## src/rtl/state_taker.sv

```systemverilog
// state_taker: debug state byte-stream receiver with atomic frame commit.
// Ports: clk, nrst (sync, active-low), byte_in/byte_valid in; decoded fields, frame_ok/err, locked, err_count out.
module state_taker #(
  parameter int HASH_BYTES = 32
) (
  input  logic                    clk,
  input  logic                    nrst,
  input  logic [7:0]              byte_in,
  input  logic                    byte_valid,
  output logic [4:0]              password_len,
  output logic [159:0]            password_chars,
  output logic [8*HASH_BYTES-1:0] hashes_window,
  output logic [127:0]            current_hash,
  output logic [4:0]              ntcrackfpga_state,
  output logic [3:0]              hashchecker_state,
  output logic [5:0]              md4block_step,
  output logic                    frame_ok,
  output logic                    frame_err,
  output logic                    locked,
  output logic [7:0]              err_count
);

  localparam int HW = 8 * HASH_BYTES;

  typedef enum logic [1:0] {
    S_HDR,
    S_TYPE,
    S_PAY,
    S_FTR
  } st_t;

  st_t         st_q, st_d;
  logic [1:0]  idx_q, idx_d;
  logic [15:0] cnt_q, cnt_d;
  logic [2:0]  typ_q, typ_d;
  logic        in_frame_q, in_frame_d;

  logic [4:0]   sh_plen_q, sh_plen_d;
  logic [159:0] sh_chars_q, sh_chars_d;
  logic [HW-1:0] sh_hash_q, sh_hash_d;
  logic [127:0] sh_cur_q, sh_cur_d;
  logic [4:0]   sh_ntc_q, sh_ntc_d;
  logic [3:0]   sh_hc_q, sh_hc_d;
  logic [5:0]   sh_md4_q, sh_md4_d;

  logic [4:0]   plen_q, plen_d;
  logic [159:0] chars_q, chars_d;
  logic [HW-1:0] hash_q, hash_d;
  logic [127:0] cur_q, cur_d;
  logic [4:0]   ntc_q, ntc_d;
  logic [3:0]   hc_q, hc_d;
  logic [5:0]   md4_q, md4_d;

  logic       ok_q, ok_d;
  logic       err_q, err_d;
  logic       locked_q, locked_d;
  logic [7:0] errc_q, errc_d;

  logic [7:0]  hdr_exp;
  logic [7:0]  ftr_exp;
  logic [15:0] pay_len;
  logic        viol;

  always_comb begin
    hdr_exp = 8'h0A;
    ftr_exp = 8'hA2;
    unique case (idx_q)
      2'd0: begin hdr_exp = 8'h0A; ftr_exp = 8'hA2; end
      2'd1: begin hdr_exp = 8'h55; ftr_exp = 8'h5E; end
      2'd2: begin hdr_exp = 8'hFA; ftr_exp = 8'hFA; end
      default: begin hdr_exp = 8'hCE; ftr_exp = 8'hCE; end
    endcase
  end

  always_comb begin
    pay_len = 16'd3;
    unique case (typ_q)
      3'd1: pay_len = 16'd1;
      3'd2: pay_len = 16'd20;
      3'd3: pay_len = 16'(HASH_BYTES);
      3'd4: pay_len = 16'd16;
      default: pay_len = 16'd3;
    endcase
  end

  always_comb begin
    st_d       = st_q;
    idx_d      = idx_q;
    cnt_d      = cnt_q;
    typ_d      = typ_q;
    in_frame_d = in_frame_q;
    sh_plen_d  = sh_plen_q;
    sh_chars_d = sh_chars_q;
    sh_hash_d  = sh_hash_q;
    sh_cur_d   = sh_cur_q;
    sh_ntc_d   = sh_ntc_q;
    sh_hc_d    = sh_hc_q;
    sh_md4_d   = sh_md4_q;
    plen_d     = plen_q;
    chars_d    = chars_q;
    hash_d     = hash_q;
    cur_d      = cur_q;
    ntc_d      = ntc_q;
    hc_d       = hc_q;
    md4_d      = md4_q;
    ok_d       = 1'b0;
    err_d      = 1'b0;
    locked_d   = locked_q;
    errc_d     = errc_q;
    viol       = 1'b0;

    if (byte_valid) begin
      unique case (st_q)
        S_HDR: begin
          if (byte_in == hdr_exp) begin
            if (idx_q == 2'd3) begin
              st_d  = S_TYPE;
              idx_d = 2'd0;
            end else begin
              idx_d = idx_q + 2'd1;
            end
          end else begin
            viol = 1'b1;
          end
        end
        S_TYPE: begin
          if (byte_in == {5'd0, typ_q}) begin
            st_d  = S_PAY;
            cnt_d = 16'd0;
            if (typ_q == 3'd1) in_frame_d = 1'b1;
          end else begin
            viol = 1'b1;
          end
        end
        S_PAY: begin
          unique case (typ_q)
            3'd1: sh_plen_d = byte_in[4:0];
            3'd2: sh_chars_d = {sh_chars_q[151:0], byte_in};
            3'd3: sh_hash_d = {sh_hash_q[HW-9:0], byte_in};
            3'd4: sh_cur_d = {sh_cur_q[119:0], byte_in};
            default: begin
              // Record 5 bytes map to three narrow fields by position.
              unique case (cnt_q[1:0])
                2'd0: sh_ntc_d = byte_in[4:0];
                2'd1: sh_hc_d = byte_in[3:0];
                default: sh_md4_d = byte_in[5:0];
              endcase
            end
          endcase
          if (cnt_q == pay_len - 16'd1) begin
            cnt_d = 16'd0;
            idx_d = 2'd0;
            if (typ_q == 3'd5) begin
              st_d = S_FTR;
            end else begin
              st_d  = S_HDR;
              typ_d = typ_q + 3'd1;
            end
          end else begin
            cnt_d = cnt_q + 16'd1;
          end
        end
        default: begin
          if (byte_in == ftr_exp) begin
            if (idx_q == 2'd3) begin
              ok_d       = 1'b1;
              locked_d   = 1'b1;
              plen_d     = sh_plen_q;
              chars_d    = sh_chars_q;
              hash_d     = sh_hash_q;
              cur_d      = sh_cur_q;
              ntc_d      = sh_ntc_q;
              hc_d       = sh_hc_q;
              md4_d      = sh_md4_q;
              in_frame_d = 1'b0;
              st_d       = S_HDR;
              idx_d      = 2'd0;
              typ_d      = 3'd1;
            end else begin
              idx_d = idx_q + 2'd1;
            end
          end else begin
            viol = 1'b1;
          end
        end
      endcase
    end

    if (viol) begin
      if (in_frame_q) begin
        err_d    = 1'b1;
        locked_d = 1'b0;
        errc_d   = (errc_q == 8'hFF) ? errc_q : errc_q + 8'd1;
      end
      sh_plen_d  = '0;
      sh_chars_d = '0;
      sh_hash_d  = '0;
      sh_cur_d   = '0;
      sh_ntc_d   = '0;
      sh_hc_d    = '0;
      sh_md4_d   = '0;
      in_frame_d = 1'b0;
      st_d       = S_HDR;
      typ_d      = 3'd1;
      cnt_d      = 16'd0;
      // The offending byte may itself start a new header.
      idx_d      = (byte_in == 8'h0A) ? 2'd1 : 2'd0;
    end
  end

  always_ff @(posedge clk) begin
    if (!nrst) begin
      st_q       <= S_HDR;
      idx_q      <= 2'd0;
      cnt_q      <= 16'd0;
      typ_q      <= 3'd1;
      in_frame_q <= 1'b0;
      sh_plen_q  <= '0;
      sh_chars_q <= '0;
      sh_hash_q  <= '0;
      sh_cur_q   <= '0;
      sh_ntc_q   <= '0;
      sh_hc_q    <= '0;
      sh_md4_q   <= '0;
      plen_q     <= '0;
      chars_q    <= '0;
      hash_q     <= '0;
      cur_q      <= '0;
      ntc_q      <= '0;
      hc_q       <= '0;
      md4_q      <= '0;
      ok_q       <= 1'b0;
      err_q      <= 1'b0;
      locked_q   <= 1'b0;
      errc_q     <= 8'd0;
    end else begin
      st_q       <= st_d;
      idx_q      <= idx_d;
      cnt_q      <= cnt_d;
      typ_q      <= typ_d;
      in_frame_q <= in_frame_d;
      sh_plen_q  <= sh_plen_d;
      sh_chars_q <= sh_chars_d;
      sh_hash_q  <= sh_hash_d;
      sh_cur_q   <= sh_cur_d;
      sh_ntc_q   <= sh_ntc_d;
      sh_hc_q    <= sh_hc_d;
      sh_md4_q   <= sh_md4_d;
      plen_q     <= plen_d;
      chars_q    <= chars_d;
      hash_q     <= hash_d;
      cur_q      <= cur_d;
      ntc_q      <= ntc_d;
      hc_q       <= hc_d;
      md4_q      <= md4_d;
      ok_q       <= ok_d;
      err_q      <= err_d;
      locked_q   <= locked_d;
      errc_q     <= errc_d;
    end
  end

  assign password_len      = plen_q;
  assign password_chars    = chars_q;
  assign hashes_window     = hash_q;
  assign current_hash      = cur_q;
  assign ntcrackfpga_state = ntc_q;
  assign hashchecker_state = hc_q;
  assign md4block_step     = md4_q;
  assign frame_ok          = ok_q;
  assign frame_err         = err_q;
  assign locked            = locked_q;
  assign err_count         = errc_q;

endmodule

```

## config.mk

```make
export PLATFORM = sky130hd
export DESIGN_NAME = state_taker
export DESIGN_NICKNAME = d
export VERILOG_FILES = /design/src/rtl/state_taker.sv
export SDC_FILE = /design/constraint.sdc
export NUM_CORES = 2
export LEC_CHECK = 0
export ABC_CLOCK_PERIOD_IN_PS = 6200
export BUFFER_PORTS_ARGS = -buffer_cell sky130_fd_sc_hd__buf_2
export CELL_PAD_IN_SITES_DETAIL_PLACEMENT = 1
export CELL_PAD_IN_SITES_GLOBAL_PLACEMENT = 1
export CORE_UTILIZATION = 45
export CTS_BUF_LIST = sky130_fd_sc_hd__clkbuf_2
export DETAILED_ROUTE_END_ITERATION = 8
export PLACE_DENSITY = 0.82
export SLEW_MARGIN = 20
export SYNTH_ARGS = -nofsm -noshare
export SYNTH_HDL_FRONTEND = slang
export SYNTH_SLANG_ARGS = --single-unit
```

## constraint.sdc

```tcl
create_clock -name clk -period 6.2 [get_ports clk]
set_input_delay 0.62 -clock clk [delete_from_list [all_inputs] [get_ports clk]]
set_output_delay 0.62 -clock clk [all_outputs]
set_load 0.02 [all_outputs]
```

**Word level (Yosys, flattened, before mapping)**

Index checks and enable logic that the tools add are counted.

- $lt $le $gt $ge: 0
- Add/sub/neg operators: 5
- Muxes and demuxes: 45
- Divide/modulo/power cells: 0
- Equal/unequal tests: 26
- $mul: 0
- Bitwise operators: 9
- Shift-type cells: 0
- Reductions and logical operators: 34

Operator list:

| kind | count |
|---|---|
| $pmux 8 s3 | 2 |
| $mux 16 | 2 |
| $pmux 16 s2 | 1 |
| $mux 2 | 13 |
| $pmux 6 s4 | 1 |
| $reduce_and 3->1 | 6 |
| $mux 1 | 17 |
| $add 16x1->16 const B | 1 |
| $eq 16x16->1 | 1 |
| $eq 8x8->1 | 2 |
| $reduce_and 4->1 | 4 |
| $sub 16x1->16 const B | 1 |
| $ne 2x2->1 const B | 7 |
| $mux 3 | 4 |
| $pmux 2 s3 | 2 |
| $reduce_and 6->1 | 2 |
| $reduce_bool 2->1 | 6 |
| $not 1->1 | 9 |
| $add 8x1->8 const B | 1 |
| $eq 8x3->1 | 1 |
| $eq 8x4->1 const B | 1 |
| $eq 8x8->1 const B | 1 |
| $reduce_bool 4->1 | 2 |
| $reduce_or 2->1 | 4 |
| 19 further kinds | 28 |

- Bits in latches: 0
- ROM bits: 0
- Input port bits: 11
- Bits in writable memories: 0
- Register bits after elaboration: 1163
- Logic and storage cells: 142
- Memories kept: 0

**Depth between registers and ports, before layout**

- Word-level depth: 8
- Gate-level depth with buffers: 13
- Gate-level depth less buffers: 12

**Worst setup path after synthesis**

No wires, ideal clock.

- Path type: flip-flop to flip-flop
- From: register typ_q[1]
- To: register idx_q[0]
- Arrival time: 3205 ps
- Setup slack: 2873 ps
- Period minus slack after synthesis: 3327 ps
- Stages on the path, launching flop included: 12
- Required time: 6078 ps
- Setup time: 122 ps
- Buffers on the path: 2
- Cell sequence: dfxtp_1 -> inv_1 -> ha_1 -> buf_2 -> or4b_2 -> nor2_1 -> mux2_2 -> nor4_1 -> and2_0 -> clkbuf_1 -> a21oi_1 -> o311a_1

- Cells in the longest elaborated chain, start to end: 6

Ends and longest elaborated chain:

| element | line | RTL |
|---|---|---|
| start, declared | 35 | `logic [2:0] typ_q, typ_d;` |
| start signal, assigned | 240 | `typ_q <= typ_d;` |
| $eq 3x3->1 (tied with other cells) | 77 | `unique case (typ_q)` |
| $pmux 6 s4 or $mux 1 (tied branches) | 77, 127 |  |
| $sub 16x1->16 or $pmux 1 s3 (tied branches) | 150, 113 |  |
| $eq 16x16->1 or $mux 1 (tied branches) | 150, 112 |  |
| $ne 3x3->1 (no source line) (tied with other cells) | -- |  |
| $reduce_and 5->1 (no source line) | -- |  |
| end signal, assigned | 238 | `idx_q <= idx_d;` |
| end, declared | 33 | `logic [1:0] idx_q, idx_d;` |

Several ways; a longest one is shown, not always the timed one.
A chain may end at the register's enable or synchronous reset.

**Final worst setup path**

- From: register idx_q[0]
- To: register sh_chars_q[17]

- Cells in the longest elaborated chain, start to end: 7

Ends and longest elaborated chain:

| element | line | RTL |
|---|---|---|
| $eq 2x2->1 (tied with other cells) | 67 | `unique case (idx_q)` |
| $pmux 8 s3 | 67 |  |
| $eq 8x8->1 (on tied branches) | 164, 115 |  |
| $mux 1 (on tied branches) | 164, 115 |  |
| $pmux 1 s3 * | 113 | `unique case (st_q)` |
| $mux 1 * | 112 | `if (byte_valid) begin` |
| $reduce_or 2->1 (no source line) * | -- |  |
| end signal, assigned | 243 | `sh_chars_q <= sh_chars_d;` |
| end, declared | 39 | `logic [159:0] sh_chars_q, sh_chars_d;` |

Every way passes the cells marked *; elsewhere a longest branch is shown, timed or not.

==> results.yml <==
outcome:
  status: "completed"
synthesis:
  synth-seq-cells: 1163
  netlist_instances: 5215
  synth_top_flop_cell: "dfxtp_1"
  ys_types: 50
  synth.top_cell.area_share_pct: 56.6
  synth_edf_count: 0
  yosysTopAreaCell: "dfxtp_1"
  synth_area_um2: 41100
  ys_seq_area_share_pct: 56.6
  ys_top_cells_by_area: "dfxtp_1 57%, nand2_1 21%, a21oi_1 14%, clkbuf_1 2.9%, buf_6 1.6%"
  yosysWarnings: 0
  synthesis.nets: 5241
  syn_area_per_cell_um2: 7.89
  async_flop_share_pct: 0
sta:
  period_needed_ns: 4.04
  skew_ns: 0.189
  tightest_slew_ns: 1.16
  hold_ws_ns: 0.212
  tns_ns: 0
  fmax_ghz: 0.247
  rsz0062_at_grt: "false"
  fin_ws_ns: 2.16
  hold_violations: 0
  finalCritPeriodShare_pct: 65.2
  finalMaxSlewViolations: 0
  setup_viol: 0
  slew_headroom_pct: 22.8
clock_tree:
  cts_tree: "built"
  post-cts-setup-buffer-count: 0
  clock_path_buffers: 4
  path_clk_slew_ns: 0.11
  cts_root_buf: "clkbuf_2"
  clock_sinks: 1163
  numCtsBuffers: 315
  cts.htree.levels: 5
  insertion_delay_ns: 1.56
floorplanning:
  rows: 110
  die_x_um: 304
  chipHeight_um: 304
  die-area_um2: 92600
  initial_core_util_pct: 45.5
  num_io_pins: 586
  coreArea_um2: 90300
setup_path:
  r2r_start: "idx_q[0]"
  critPathLaunchType: "flop"
  crit_start: "idx_q[0]"
  worstPathMaxFanout: 162
  cp_top_family: "simple AND/OR/NAND/NOR gates"
  criticalPathCategory: "flop to flop"
  path_cells: "inv_1, ha_1, xnor2_1, o211ai_1, nor3_1, o22a_2, nand2_8, buf_12, a21oi_1"
  cp_num_buf_inv: 2
  critical_path.endpoint_type: "flop"
  cpPeakStageDelay_ns: 0.60
  cp_data_arrival_time_ns: 5.34
  crit_slowest_cell: "nor3_1"
  critPathRequiredTime_ns: 7.50
grt:
  grt_pass1_wl_um: 205000
  grt_max_degree: 215
  use_met1_pct: 33.8
  grt_antenna_before_repair: 3
  groute.usage.overall_pct: 27.3
  grt_pass1_vias: 37743
  overflow: 0
  met2_usage_pct: 44.3
  met3_usage_pct: 6.88
  top_usage_layer: "met2"
final_layout:
  area_delta_synth_final_pct: 13.9
  drive_above_1_share_pct: 18.5
  multi_input_area_um2: 16000
  register_area_um2: 23300
  fin_area_um2: 46800
  layout_common_cells: "2266 x nand2_1, 1163 x dfxtp_1, 1146 x a21oi_1"
  num-nets-final: 5805
  fill_cells: 11599
  final_common_cell: "nand2_1"
place:
  dp_hpwl_um: 79700
  gp_congestion: 0.827
  pre_cts_ws_ns: 2.03
  portBuffers: 585
  place_area_um2: 44100
power:
  total_power_mw: 12.8
  p_leak_nw: 17.3
  ir_worst_vdd_mv: 0.154
  p_per_area_nw_per_um2: 273
detailed_routing:
  drt-total-wl_um: 129000
  vias: 37348
  drt_iter0_markers: 2430
  post-route-drc-count: 0
  detail-route-antenna-nets: 0
  first_pass_iters: 5
  viasPerCell: 5.23
  wl_per_cell_um: 18.1
job:
  drv_cap: 0
hold_path:
  hp-start: "byte_in[1]"
  hp-class: "input pin to flop"
-- worst min-delay path, cell delays in order --
cell,delay (ns)
dlygate4sd3_1,0.57
buf_2,0.25
nand3_1,0.11
a21oi_1,0.06
-- routing by layer --
layer	part of all wire (%)	up-vias
met5	0	-
met4	3.9	0
met3	5.4	248
met2	47	884
met1	43	18131
li1	-	18085
-- report_power, final --
part	switching [mW]	total, mW	leakage, nW	internal [mW]
registers	0.000687	7.46	9.36	7.46
clock network	3.08	5.12	2.01	2.04
logic	0.163	0.191	5.94	0.0284
total	3.24	12.8	17.3	9.53
-- through the flow --
| step | util, % | cells |
|---|---|---|
| global route | 51.9 | 7136 |
| finish | 51.9 | 7136 |
| global placement | 48.9 | 6617 |
| detailed placement | 48.9 | 6617 |
| floorplan | - | 5215 |
| CTS | 51.9 | 7133 |
-- Yosys cell counts, drive strengths merged, types with 2 or more instances --
library cell     n
a31oi            8
mux2i           21
nor2b            4
nand2b           7
nor4bb           2
nand3           37
nand4            4
nand3b           9
nor3            18
nor3b            2
or3              2
clkbuf         317
o21a             4
and2             5
xor2             8
o221ai           2
o311ai           2
inv             13
dfxtp         1163
a21oi         1147
or2              2
nor4             6
xnor2            6
o21ai           11
o211ai           2
o31ai            2
and4             3
and3            10
ha              15
nand2         2268
buf             74
o311a            2
nor2            29
or4              2
-- logic make-up after synthesis --
| family | synth area share, % |
|---|---|
| AOI/OAI and AO/OA | 14.6 |
| xor gates and xnor gates | 0.298 |
| adders and majority gates | 0.456 |
| buffers and inverters | 4.78 |
| DFF | 56.6 |
| muxes | 0.539 |
| and+or+nand+nor | 22.7 |
-- flip-flops by register name, indices dropped and copies added (netlist names), 5 cells and up --
register and cells:
sh_ntc_q 5, md4block_step 6, cnt_q 16, err_count 8, sh_md4_q 6, sh_hash_q 256, ntcrackfpga_state 5, hashes_window 256
sh_cur_q 128, current_hash 128, sh_chars_q 160, sh_plen_q 5, password_chars 160, password_len 5
-- repair_timing --
item | 4_1_cts | 5_1_grt
hold endpoints to repair | 81 | 0
hold buffers | 21 | 0
gates resized for setup | 0 | 0
-- final timing paths --
path	endpoint	slack, ns	cells after the start
max	sh_chars_q[17]	2.16	9
min	sh_ntc_q[1]	0.21	4
max reg2reg	sh_chars_q[17]	2.16	9
min reg2reg	current_hash[9]	0.35	2
-- layout make-up --
class	instances	share of cell area, %
diodes	3	0.0160
well taps	1176	3.14
multi-input cells	3648	34.1
clock inverters	38	0.481
flip-flops and latches	1163	49.7
repair buffers	638	7.59
clock buffers	457	4.88
inverters	13	0.120
(Power assumes the default switching activity.)
